File: src/rtl/instr_sequencer_pkg.sv
// rtl/instr_sequencer_pkg.sv - shared types and constants for the instruction sequencer
package instr_seq_pkg;

    // Sequencer FSM state encoding
    typedef enum logic [1:0] {
        ST_IDLE  = 2'd0,
        ST_FETCH = 2'd1,
        ST_EXEC  = 2'd2,
        ST_HALT  = 2'd3
    } seq_state_t;

    // Instruction word that stops the sequencer after it executes
    localparam logic [31:0] HALT_INSTR_DEFAULT = 32'hFFFF_FFFF;

    // Instruction field slices
    localparam int OPCODE_MSB  = 31;
    localparam int OPCODE_LSB  = 26;
    localparam int JTARGET_MSB = 25;
    localparam int IMM_MSB     = 15;

endpackage

File: src/rtl/instr_sequencer_if.sv
// rtl/instr_sequencer_if.sv - instruction memory fetch bus between sequencer and imem
interface instr_sequencer_if #(
    parameter int ADDR_W = 32
) ();

    logic              imem_req;
    logic [ADDR_W-1:0] imem_addr;
    logic [31:0]       imem_rdata;
    logic              imem_valid;

    modport master (
        output imem_req,
        output imem_addr,
        input  imem_rdata,
        input  imem_valid
    );

    modport slave (
        input  imem_req,
        input  imem_addr,
        output imem_rdata,
        output imem_valid
    );

endinterface

File: src/rtl/instr_sequencer_pc_next_calc.sv
// rtl/instr_sequencer_pc_next_calc.sv - combinational next-PC selection for jump/branch/sequential flow
module pc_next_calc
    import instr_seq_pkg::*;
#(
    parameter int ADDR_W = 32
) (
    input  logic [ADDR_W-1:0] i_pc,
    input  logic [31:0]       i_instr,
    input  logic              i_jump,
    input  logic              i_branch,
    input  logic              i_zero,
    output logic [ADDR_W-1:0] o_next_pc
);

    logic [ADDR_W-1:0] w_pc4;
    logic [ADDR_W-1:0] w_br_off;
    logic [ADDR_W-1:0] w_br_pc;
    logic [ADDR_W-1:0] w_jump_pc;
    logic              w_unused_opcode;

    // Opcode is decoded outside; only the low fields steer the PC
    assign w_unused_opcode = ^i_instr[OPCODE_MSB:OPCODE_LSB];

    assign w_pc4    = i_pc + ADDR_W'(4);
    assign w_br_off = {{(ADDR_W-18){i_instr[IMM_MSB]}}, i_instr[IMM_MSB:0], 2'b00};
    assign w_br_pc  = w_pc4 + w_br_off;

    // Jump keeps the region bits of pc+4 above the 28-bit target window
    if (ADDR_W > 28) begin : g_jump_region
        assign w_jump_pc = {w_pc4[ADDR_W-1:28], i_instr[JTARGET_MSB:0], 2'b00};
    end else begin : g_jump_flat
        assign w_jump_pc = {i_instr[JTARGET_MSB:0], 2'b00};
    end

    // Jump beats a taken branch, which beats sequential flow
    always_comb begin
        o_next_pc = w_pc4;
        if (i_jump) begin
            o_next_pc = w_jump_pc;
        end else if (i_branch && i_zero) begin
            o_next_pc = w_br_pc;
        end
    end

endmodule

File: src/rtl/instr_sequencer.sv
// rtl/instr_sequencer.sv - fetch/execute controller in front of a single-cycle execute unit
module instr_sequencer
    import instr_seq_pkg::*;
#(
    parameter int              ADDR_W     = 32,
    parameter logic [ADDR_W-1:0] RESET_PC = '0,
    parameter int              TIMEOUT    = 16,
    parameter logic [31:0]     HALT_INSTR = HALT_INSTR_DEFAULT
) (
    input  logic              i_clk,
    input  logic              i_rst_n,
    instr_sequencer_if.master imem,
    input  logic              i_start,
    input  logic              i_halt_req,
    input  logic              i_branch,
    input  logic              i_jump,
    input  logic              i_zero,
    output logic [31:0]       o_instr,
    output logic              o_exec_en,
    output logic [ADDR_W-1:0] o_pc,
    output logic              o_busy,
    output logic              o_halted,
    output logic              o_fetch_err,
    output logic [15:0]       o_retired
);

    localparam logic [7:0] TIMEOUT_LAST = 8'(TIMEOUT - 1);

    seq_state_t        r_state;
    seq_state_t        w_state_next;
    logic [ADDR_W-1:0] r_pc;
    logic [31:0]       r_instr;
    logic [7:0]        r_wait_cnt;
    logic              r_fetch_err;
    logic [15:0]       r_retired;

    logic              w_start_run;
    logic              w_load_instr;
    logic              w_fetch_timeout;
    logic              w_retire;
    logic [ADDR_W-1:0] w_next_pc;

    pc_next_calc #(
        .ADDR_W (ADDR_W)
    ) u_pc_next_calc (
        .i_pc      (r_pc),
        .i_instr   (r_instr),
        .i_jump    (i_jump),
        .i_branch  (i_branch),
        .i_zero    (i_zero),
        .o_next_pc (w_next_pc)
    );

    // Next-state and one-cycle control strobes; imem_valid only matters in FETCH
    always_comb begin
        w_state_next    = r_state;
        w_start_run     = 1'b0;
        w_load_instr    = 1'b0;
        w_fetch_timeout = 1'b0;
        w_retire        = 1'b0;
        case (r_state)
            ST_IDLE, ST_HALT: begin
                if (i_start) begin
                    w_start_run  = 1'b1;
                    w_state_next = ST_FETCH;
                end
            end
            ST_FETCH: begin
                if (imem.imem_valid) begin
                    w_load_instr = 1'b1;
                    w_state_next = ST_EXEC;
                end else if (i_halt_req) begin
                    w_state_next = ST_HALT;
                end else if (r_wait_cnt == TIMEOUT_LAST) begin
                    w_fetch_timeout = 1'b1;
                    w_state_next    = ST_HALT;
                end
            end
            ST_EXEC: begin
                w_retire = 1'b1;
                if ((r_instr == HALT_INSTR) || i_halt_req) begin
                    w_state_next = ST_HALT;
                end else begin
                    w_state_next = ST_FETCH;
                end
            end
            default: begin
                w_state_next = ST_IDLE;
            end
        endcase
    end

    // FSM state register
    always_ff @(posedge i_clk or negedge i_rst_n) begin
        if (!i_rst_n) begin
            r_state <= ST_IDLE;
        end else begin
            r_state <= w_state_next;
        end
    end

    // Fetch wait counter: counts only while the fetch is still outstanding
    always_ff @(posedge i_clk or negedge i_rst_n) begin
        if (!i_rst_n) begin
            r_wait_cnt <= '0;
        end else if ((r_state == ST_FETCH) && (w_state_next == ST_FETCH)) begin
            r_wait_cnt <= r_wait_cnt + 8'd1;
        end else begin
            r_wait_cnt <= '0;
        end
    end

    // PC: reloaded on start, advanced at the end of each EXEC cycle
    always_ff @(posedge i_clk or negedge i_rst_n) begin
        if (!i_rst_n) begin
            r_pc <= RESET_PC;
        end else if (w_start_run) begin
            r_pc <= RESET_PC;
        end else if (w_retire) begin
            r_pc <= w_next_pc;
        end
    end

    // Instruction register: captured on the accepted fetch response
    always_ff @(posedge i_clk or negedge i_rst_n) begin
        if (!i_rst_n) begin
            r_instr <= '0;
        end else if (w_load_instr) begin
            r_instr <= imem.imem_rdata;
        end
    end

    // Sticky fetch error: set on timeout, cleared only by a new start
    always_ff @(posedge i_clk or negedge i_rst_n) begin
        if (!i_rst_n) begin
            r_fetch_err <= 1'b0;
        end else if (w_start_run) begin
            r_fetch_err <= 1'b0;
        end else if (w_fetch_timeout) begin
            r_fetch_err <= 1'b1;
        end
    end

    // Retired-instruction counter, free-running wrap
    always_ff @(posedge i_clk or negedge i_rst_n) begin
        if (!i_rst_n) begin
            r_retired <= '0;
        end else if (w_retire) begin
            r_retired <= r_retired + 16'd1;
        end
    end

    assign imem.imem_req  = (r_state == ST_FETCH);
    assign imem.imem_addr = r_pc;

    assign o_instr     = r_instr;
    assign o_exec_en   = (r_state == ST_EXEC);
    assign o_pc        = r_pc;
    assign o_busy      = (r_state == ST_FETCH) || (r_state == ST_EXEC);
    assign o_halted    = (r_state == ST_HALT);
    assign o_fetch_err = r_fetch_err;
    assign o_retired   = r_retired;

endmodule
File: src/flat_wrapper.sv
// flat-port wrapper written by rule: the top's interface ports become plain ports
module instr_sequencer_flat import instr_seq_pkg::*;
#(
    parameter int              ADDR_W     = 32,
    parameter logic [ADDR_W-1:0] RESET_PC = '0,
    parameter int              TIMEOUT    = 16,
    parameter logic [31:0]     HALT_INSTR = HALT_INSTR_DEFAULT
)
  (i_clk, i_rst_n, i_start, i_halt_req, i_branch, i_jump, i_zero, o_instr, o_exec_en, o_pc, o_busy, o_halted, o_fetch_err, o_retired, imem_imem_req, imem_imem_addr, imem_imem_rdata, imem_imem_valid);
  instr_sequencer_if #(.ADDR_W(ADDR_W)) imem_i ();
  input  logic i_clk;
  input  logic i_rst_n;
  input  logic i_start;
  input  logic i_halt_req;
  input  logic i_branch;
  input  logic i_jump;
  input  logic i_zero;
  output logic [31:0] o_instr;
  output logic o_exec_en;
  output logic [ADDR_W-1:0] o_pc;
  output logic o_busy;
  output logic o_halted;
  output logic o_fetch_err;
  output logic [15:0] o_retired;
  output wire logic [$bits(imem_i.imem_req)-1:0] imem_imem_req;
  output wire logic [$bits(imem_i.imem_addr)-1:0] imem_imem_addr;
  input wire logic [$bits(imem_i.imem_rdata)-1:0] imem_imem_rdata;
  input wire logic [$bits(imem_i.imem_valid)-1:0] imem_imem_valid;
  assign imem_imem_req = imem_i.imem_req;
  assign imem_imem_addr = imem_i.imem_addr;
  assign imem_i.imem_rdata = imem_imem_rdata;
  assign imem_i.imem_valid = imem_imem_valid;
  instr_sequencer #(.ADDR_W(ADDR_W), .RESET_PC(RESET_PC), .TIMEOUT(TIMEOUT), .HALT_INSTR(HALT_INSTR)) u_core (.i_clk(i_clk), .i_rst_n(i_rst_n), .imem(imem_i), .i_start(i_start), .i_halt_req(i_halt_req), .i_branch(i_branch), .i_jump(i_jump), .i_zero(i_zero), .o_instr(o_instr), .o_exec_en(o_exec_en), .o_pc(o_pc), .o_busy(o_busy), .o_halted(o_halted), .o_fetch_err(o_fetch_err), .o_retired(o_retired));
endmodule
File: config.mk
export PLATFORM = sky130hd
export DESIGN_NAME = instr_sequencer_flat
export DESIGN_NICKNAME = d
export VERILOG_FILES = /design/src/rtl/instr_sequencer_pkg.sv /design/src/rtl/instr_sequencer_if.sv /design/src/rtl/instr_sequencer_pc_next_calc.sv /design/src/rtl/instr_sequencer.sv /design/src/flat_wrapper.sv
export SDC_FILE = /design/constraint.sdc
export NUM_CORES = 1
export LEC_CHECK = 0
export BUFFER_PORTS_ARGS = -buffer_cell sky130_fd_sc_hd__buf_2
export CAP_MARGIN = 20
export CORE_MARGIN = 10
export CORE_UTILIZATION = 31
export CTS_CLUSTER_DIAMETER = 80
export DETAILED_ROUTE_END_ITERATION = 12
export GPL_ROUTABILITY_DRIVEN = 0
export MAX_ROUTING_LAYER = met4
export PLACE_DENSITY = 0.56
export SLEW_MARGIN = 0
export SYNTH_ARGS = -nofsm -noshare
export SYNTH_HDL_FRONTEND = slang
export SYNTH_SLANG_ARGS = --single-unit
File: constraint.sdc
create_clock -name i_clk -period 3.6 [get_ports i_clk]
set_clock_uncertainty 0.1 [all_clocks]
set_input_delay 0.36 -clock i_clk [delete_from_list [all_inputs] [get_ports i_clk]]
set_output_delay 0.36 -clock i_clk [all_outputs]
set_load 0.02 [all_outputs]
==> out/metrics.cfg, run 1 <==
[grt]
antenna_found_initial = 1
grt.total_usage_pct = 15.69
grt_max_degree = 33
met2_usage_pct = 25.08
grt_use_met3_pct = 2.306
grt_pass1_wl_mm = 34.68
grt_pass1_vias = 6236
grt_busiest_layer = met2
gr-usage-met1_pct = 19.84
grt-ovfl-total = 0

[clock_network]
cts-root-buf = clkbuf_16
cts_buffers = 9
clkSinkCount = 89
htree_levels = 3
clk_pin_slew_worst_paths_ps = 80
ctsLongestPathBuffers = 2
cts_tree = built
insertion_delay_ps = 360

[synthesis]
ys_seq_area_share_pct = 33.28
syn_avg_cell_area_um2 = 8.996
synth_top_area_cell = dfrtp_1
synth_warnings = 0
synth_area_mm2 = 0.006693
ys_ff_latch = 89
synth_top_family_by_area = simple AND/OR/NAND/NOR gates
synth_xor_area_share_pct = 8.375
synth_edf_count = 0
ys.flop_type = dfrtp_1
synthArstFlopShare_pct = 100.0
synth_simple_gate_area_share_pct = 18.83
synth_top_area_share_pct = 33.28
synthMuxAreaShare_pct = 7.366
synth-compound-area-share_pct = 17.93
yosysUniqueCellTypes = 67
synth_adder_area_share_pct = 7.777
synth.area.top_cells = dfrtp_1, ha_1, mux2_2
netlist_instances = 744

[timing]
tns_ps = 0
fmax_ghz = 0.2837
hold_viol = 0
timing.final.crit_share_pct = 97.90
whs_ps = 127.8
worstMarginPinSlew_ps = 922.5
rsz0062_at_grt = yes
maxSlewViolCount = 0
final-setup-viol-count = 0
slew_headroom_pct = 38.27
fin_crit_ps = 3524

[floorplan]
dieWidth_um = 166.9
ioPinCount = 157
die_area_mm2 = 0.02787
core.rowCount = 53
coreArea_mm2 = 0.02115
die_h_um = 166.9
initial_utilization_pct = 31.64

[pwr]
peakVddDrop_mv = 0.4587
leakagePower_uw = 0.004333
p_per_area_mw_per_mm2 = 940.4

[route]
wire_per_inst_um = 18.14
wirelength_mm = 22.19
drtPass1Iterations = 5
ant_nets = 0
viasPerCell = 5.105
vias = 6244
drc = 0
drt_iter0_drc = 341

[cells_and_area]
drive_gt1_share_pct = 38.12
post-route-util_pct = 41.52
final_common_cell = buf_2
syn_to_final_growth_pct = 31.22
most-common-layout-cells = buf_2, buf_4, dfrtp_1
final_nets = 1023

[critical_path]
required_ps = 3790
startpoint = u_core.imem.imem_addr[2]
end_kind = register
cp-start-kind = register
cp.arrival_ps = 3720
r2r_start = u_core.imem.imem_addr[2]
worstSetupPathType = register to register
critPathMaxFanout = 5

[min_path]
hp-start = imem_imem_rdata[27]
hp-class = primary input to register

[place]
portBuffers = 152
dpl.hpwl_mm = 17.41

[outcome]
status = finished, final reports clean

[flow_run]
drv_cap = 0

==> repair_timing <==
item | CTS | global route
buffers inserted | 2 | 11
hold buffers | 1 | 0
gates resized for setup | 4 | 59
pin swaps | 2 | 27
endpoints found under the hold margin | 27 | 0
endpoints found under the setup margin | 5 | 11
==> final timing paths <==
path / slack, ps / depth (start not counted) / endpoint
hold reg to reg: 360 / 1 / u_core.r_wait_cnt[0]
min in group asynchronous: 380 / 2 / u_core.o_instr[5]
setup / recovery: 80 / 14 / u_core.imem.imem_addr[31]
hold / removal: 130 / 2 / u_core.o_instr[27]
setup reg to reg: 80 / 14 / u_core.imem.imem_addr[31]
max in group asynchronous: 2260 / 3 / u_core.imem.imem_addr[2]
==> critical path, cell delays in order, from the launching register on <==
cell and delay, ps:
dfrtp_2 420, and4_4 250, and4_4 290, nand3_4 90, xnor2_2 150, ha_1 310
buf_6 110, and3_4 180, nand4_1 190, a211oi_4 310, o311ai_2 130, a21oi_1 170
mux2i_1 310, mux2i_1 260, mux2i_1 190
==> power by group <==
part,internal (uW),switching (uW)
combinational,2400,3080
clock,517,440
sequential,1360,468
total,4270,3990
==> state kept, by name, summed over array words and instances (netlist names) <==
| signal | count |
|---|---|
| u_core.imem.imem_addr | 30 |
| u_core.o_fetch_err | 1 |
| u_core.o_instr | 32 |
| u_core.o_retired | 16 |
| u_core.r_state | 2 |
| u_core.r_wait_cnt | 8 |
==> per-layer routing <==
metal  up-vias  wire length (um)
met3        21               911
met5         -                 0
met4         0               408
li1       3045                 -
met2       136             10600
met1      3042             10270
==> per-stage QoR <==
step / worst slack (ps) / cell area, um2 / power [uW] / cells
after floorplan: 7.934 / 6713 / 5095 / 747
after global placement: 20.00 / 8049 / 6816 / 1192
after detailed placement: -113.2 / 8049 / 6833 / 1192
after CTS: 6.466 / 8382 / 7879 / 1211
after global routing: -95.26 / 8782 / 8875 / 1223
final: 75.63 / 8782 / 8259 / 1223
==> cell families after synthesis <==
logic type,after synthesis
multiplexers,45
adder cells (fa/ha/maj),41
AND/OR/NAND/NOR,251
other,1
buffers and inverters,77
flip-flops,89
XOR/XNOR,64
AO/OA/AOI/OAI,176
==> Yosys cell counts (all sizes together) (9+ instances only) <==
| library cell | count |
|---|---|
| a211oi | 9 |
| a21o | 19 |
| a21oi | 44 |
| and2 | 12 |
| and3 | 24 |
| buf | 43 |
| clkbuf | 19 |
| dfrtp | 89 |
| ha | 40 |
| inv | 15 |
| mux2 | 34 |
| mux2i | 11 |
| nand2 | 69 |
| nand2b | 12 |
| nand3 | 27 |
| nand4 | 21 |
| nor2 | 53 |
| nor3 | 9 |
| o211ai | 16 |
| o21a | 9 |
| o21ai | 30 |
| xnor2 | 39 |
| xor2 | 25 |
==> cell type report <==
cell class,count,area (um2)
fill,2066,12370
multi-input combinational,581,4370
sequential,89,2236
timing repair buffer,246,1475
tap,275,344.1
clock buffer,11,252.7
inverter,15,56.30
clock inverter,5,45.04
antenna,1,2.502
No activity file was read; power rests on OpenSTA's default activity.
==> run 2: changes to the inputs <==
- PLACE_DENSITY: 0.56 -> 0.64
==> out/metrics.cfg, run 2 (same netlist as run 1, synthesis figures left out) <==
[grt]
antenna_found_initial = 2  ; was 1
grt_pass1_vias = 6274  ; was 6236
grt_pass1_wl_mm = 34.87  ; was 34.68 mm
grt-ovfl-total = 0  ; unchanged
grt_max_degree = 34  ; was 33
grt.total_usage_pct = 15.76  ; was 15.69%

[floorplan]
coreArea_mm2 = 0.02115  ; unchanged
initial_utilization_pct = 31.64  ; unchanged
dieWidth_um = 166.9  ; unchanged
ioPinCount = 157  ; unchanged
die_area_mm2 = 0.02787  ; unchanged
core.rowCount = 53  ; unchanged
die_h_um = 166.9  ; unchanged

[pwr]
comb_power_share_pct = 65.7  ; was 66.3%
swShare_pct = 48.69  ; was 48.27%
leakagePower_uw = 0.004366  ; was 0.004333 uW
p_per_area_mw_per_mm2 = 928.1  ; was 940.4 mW/mm2
internal_power_uw = 4197  ; was 4273 uW
pwr-share-seq_pct = 22.4  ; was 22.1%
clock_power_share_pct = 11.9  ; was 11.6%
peakVddDrop_mv = 0.4786  ; was 0.4587 mV
p_switching_uw = 3984  ; was 3986 uW

[critical_path]
required_ps = 3780  ; was 3790 ps
worstSetupPathType = register to register  ; unchanged
crit_slowest_cell = dfrtp_2  ; unchanged
crit_family = simple AND/OR/NAND/NOR gates  ; unchanged
path_cells = and4_4, buf_4, nand3_2, xnor2_2, ha_1, nand3_2, nor3b_4, a2111oi_4, buf_4, a211oi_4, buf_4, nor3_4, nand2b_1, mux2_1, a211o_1, a31oi_1  ; was and4_4, and4_4, nand3_4, xnor2_2, ha_1, buf_6, and3_4, nand4_1, a211oi_4, o311ai_2, a21oi_1, mux2i_1, mux2i_1, mux2i_1
worstRegToRegCells = 16  ; was 14
rrSetupSlack_ps = 2  ; was 80 ps
end_kind = register  ; unchanged
r2r-end = u_core.imem.imem_addr[27]  ; was u_core.imem.imem_addr[31]
worst-path-buf-inv = 3  ; was 1
cp-start-kind = register  ; unchanged
crit_top_cell = buf_4  ; was mux2i_1
cp.arrival_ps = 3780  ; was 3720 ps
critPathMaxFanout = 5  ; unchanged
crit_path_max_incr_delay_ps = 420  ; about the same
r2r_start = u_core.imem.imem_addr[3]  ; was u_core.imem.imem_addr[2]

[clock_network]
clk_pin_slew_worst_paths_ps = 70  ; was 80 ps
htree_levels = 3  ; unchanged
ctsLongestPathBuffers = 2  ; unchanged
insertion_delay_ps = 350  ; was 360 ps
cts-root-buf = clkbuf_16  ; unchanged
cts_tree = built  ; unchanged
clkSinkCount = 89  ; unchanged
cts_buffers = 9  ; unchanged

[cells_and_area]
most-common-layout-cells = buf_2, buf_4, dfrtp_1  ; unchanged
syn_to_final_growth_pct = 31.71  ; was 31.22%
final_nets = 1021  ; was 1023
post-route-util_pct = 41.67  ; was 41.52%
stdcell_count = 1222  ; was 1223
multi_input_area_mm2 = 0.004412  ; was 0.004370 mm2
drive_gt1_share_pct = 38.62  ; was 38.12%
seq_area_mm2 = 0.002236  ; unchanged
final_common_cell = buf_2  ; unchanged
largest_reg_flops = 32  ; unchanged
fillers = 2068  ; was 2066

[min_path]
hp-start = imem_imem_rdata[27]  ; unchanged
hold_end = u_core.o_instr[27]  ; unchanged
hp-class = primary input to register  ; unchanged
hold_depth = 2  ; unchanged

[route]
drt_iter0_drc = 463  ; was 341
wire_per_inst_um = 18.19  ; was 18.14 um
drc = 0  ; unchanged
vias = 6316  ; was 6244
ant_nets = 0  ; unchanged
drtPass1Iterations = 6  ; was 5
wirelength_mm = 22.23  ; was 22.19 mm
viasPerCell = 5.169  ; was 5.105

[timing]
whs_ps = 134.1  ; was 127.8 ps
hold_viol = 0  ; unchanged
slew_headroom_pct = 63.04  ; was 38.27%
fmax_ghz = 0.2780  ; was 0.2837 GHz
timing.final.crit_share_pct = 99.94  ; was 97.90%
maxSlewViolCount = 0  ; unchanged
final-setup-viol-count = 0  ; unchanged
worstMarginPinSlew_ps = 553.0  ; was 922.5 ps
fin_crit_ps = 3598  ; was 3524 ps
rsz0062_at_grt = yes  ; unchanged

[outcome]
status = finished, final reports clean  ; unchanged

[place]
portBuffers = 152  ; unchanged
dpl.hpwl_mm = 17.28  ; was 17.41 mm
dp.cells = 1192  ; unchanged

[flow_run]
drv_cap = 0  ; unchanged

==> run 2: power by group through the flow <==
stage,clock [uW],sequential (uW),combinational (uW)
after floorplan,0,2200,2890
after global routing,1040,1890,5840
after detailed placement,0,1830,5020
after CTS,999,1820,5050
after global placement,0,1810,4990
final,972,1830,5380
==> run 2: metrics by stage <==
step / setup TNS (ps) / total power [uW] / area [um2] / setup WS [ps]
after floorplan: 0 / 5095 / 6713 / 7.934
final: 0 / 8181 / 8815 / 2.335
after global routing: -368.3 / 8775 / 8815 / -135.1
after detailed placement: -230.6 / 6852 / 8049 / -99.96
after CTS: -4.154 / 7862 / 8399 / -4.154
after global placement: 0 / 6802 / 8049 / 1.879
==> run 2: area by class of cell <==
type                            instances  share of cell area (%)
Antenna cell                            2                 0.05678
Clock inverter                          6                  0.7523
Sequential cell                        89                   25.37
Tap cell                              275                   3.903
Inverter                               15                  0.6388
Multi-Input combinational cell        581                   50.05
Clock buffer                           10                   2.711
Timing Repair Buffer                  244                   16.52
==> run 2: how the worst max path moves through the flow <==
stage                             start                   endpoint  slack, ps  depth (start not counted)
2_1_floorplan  u_core.imem.imem_addr[9]  u_core.imem.imem_addr[27]          8                         14
3_3_place_gp   u_core.imem.imem_addr[7]  u_core.imem.imem_addr[27]          2                         14
4_1_cts        u_core.imem.imem_addr[2]  u_core.imem.imem_addr[21]         -4                         15
5_1_grt        u_core.imem.imem_addr[3]  u_core.imem.imem_addr[31]       -140                         15
6_report       u_core.imem.imem_addr[3]  u_core.imem.imem_addr[27]          2                         16
3_5_place_dp   u_core.imem.imem_addr[7]  u_core.imem.imem_addr[21]       -100                         15
==> run 2: per-layer routing <==
layer | GRT usage (%) | up-vias | wire length, um
met1 | 18.92 | 3020 | 9630
met4 | 5.842 | 0 | 479
met5 | - | - | 0
met3 | 2.707 | 30 | 1165
li1 | - | 3059 | -
met2 | 25.92 | 207 | 10950
==> run 2: what timing repair did <==
item | 4_1_cts | 5_1_grt
gates cloned | 0 | 0
endpoints found under the hold margin | 23 | 0
setup buffers | 1 | 10
setup endpoints to repair | 3 | 12
gates resized for setup | 9 | 62
pin swaps | 4 | 42
hold buffers | 1 | 0
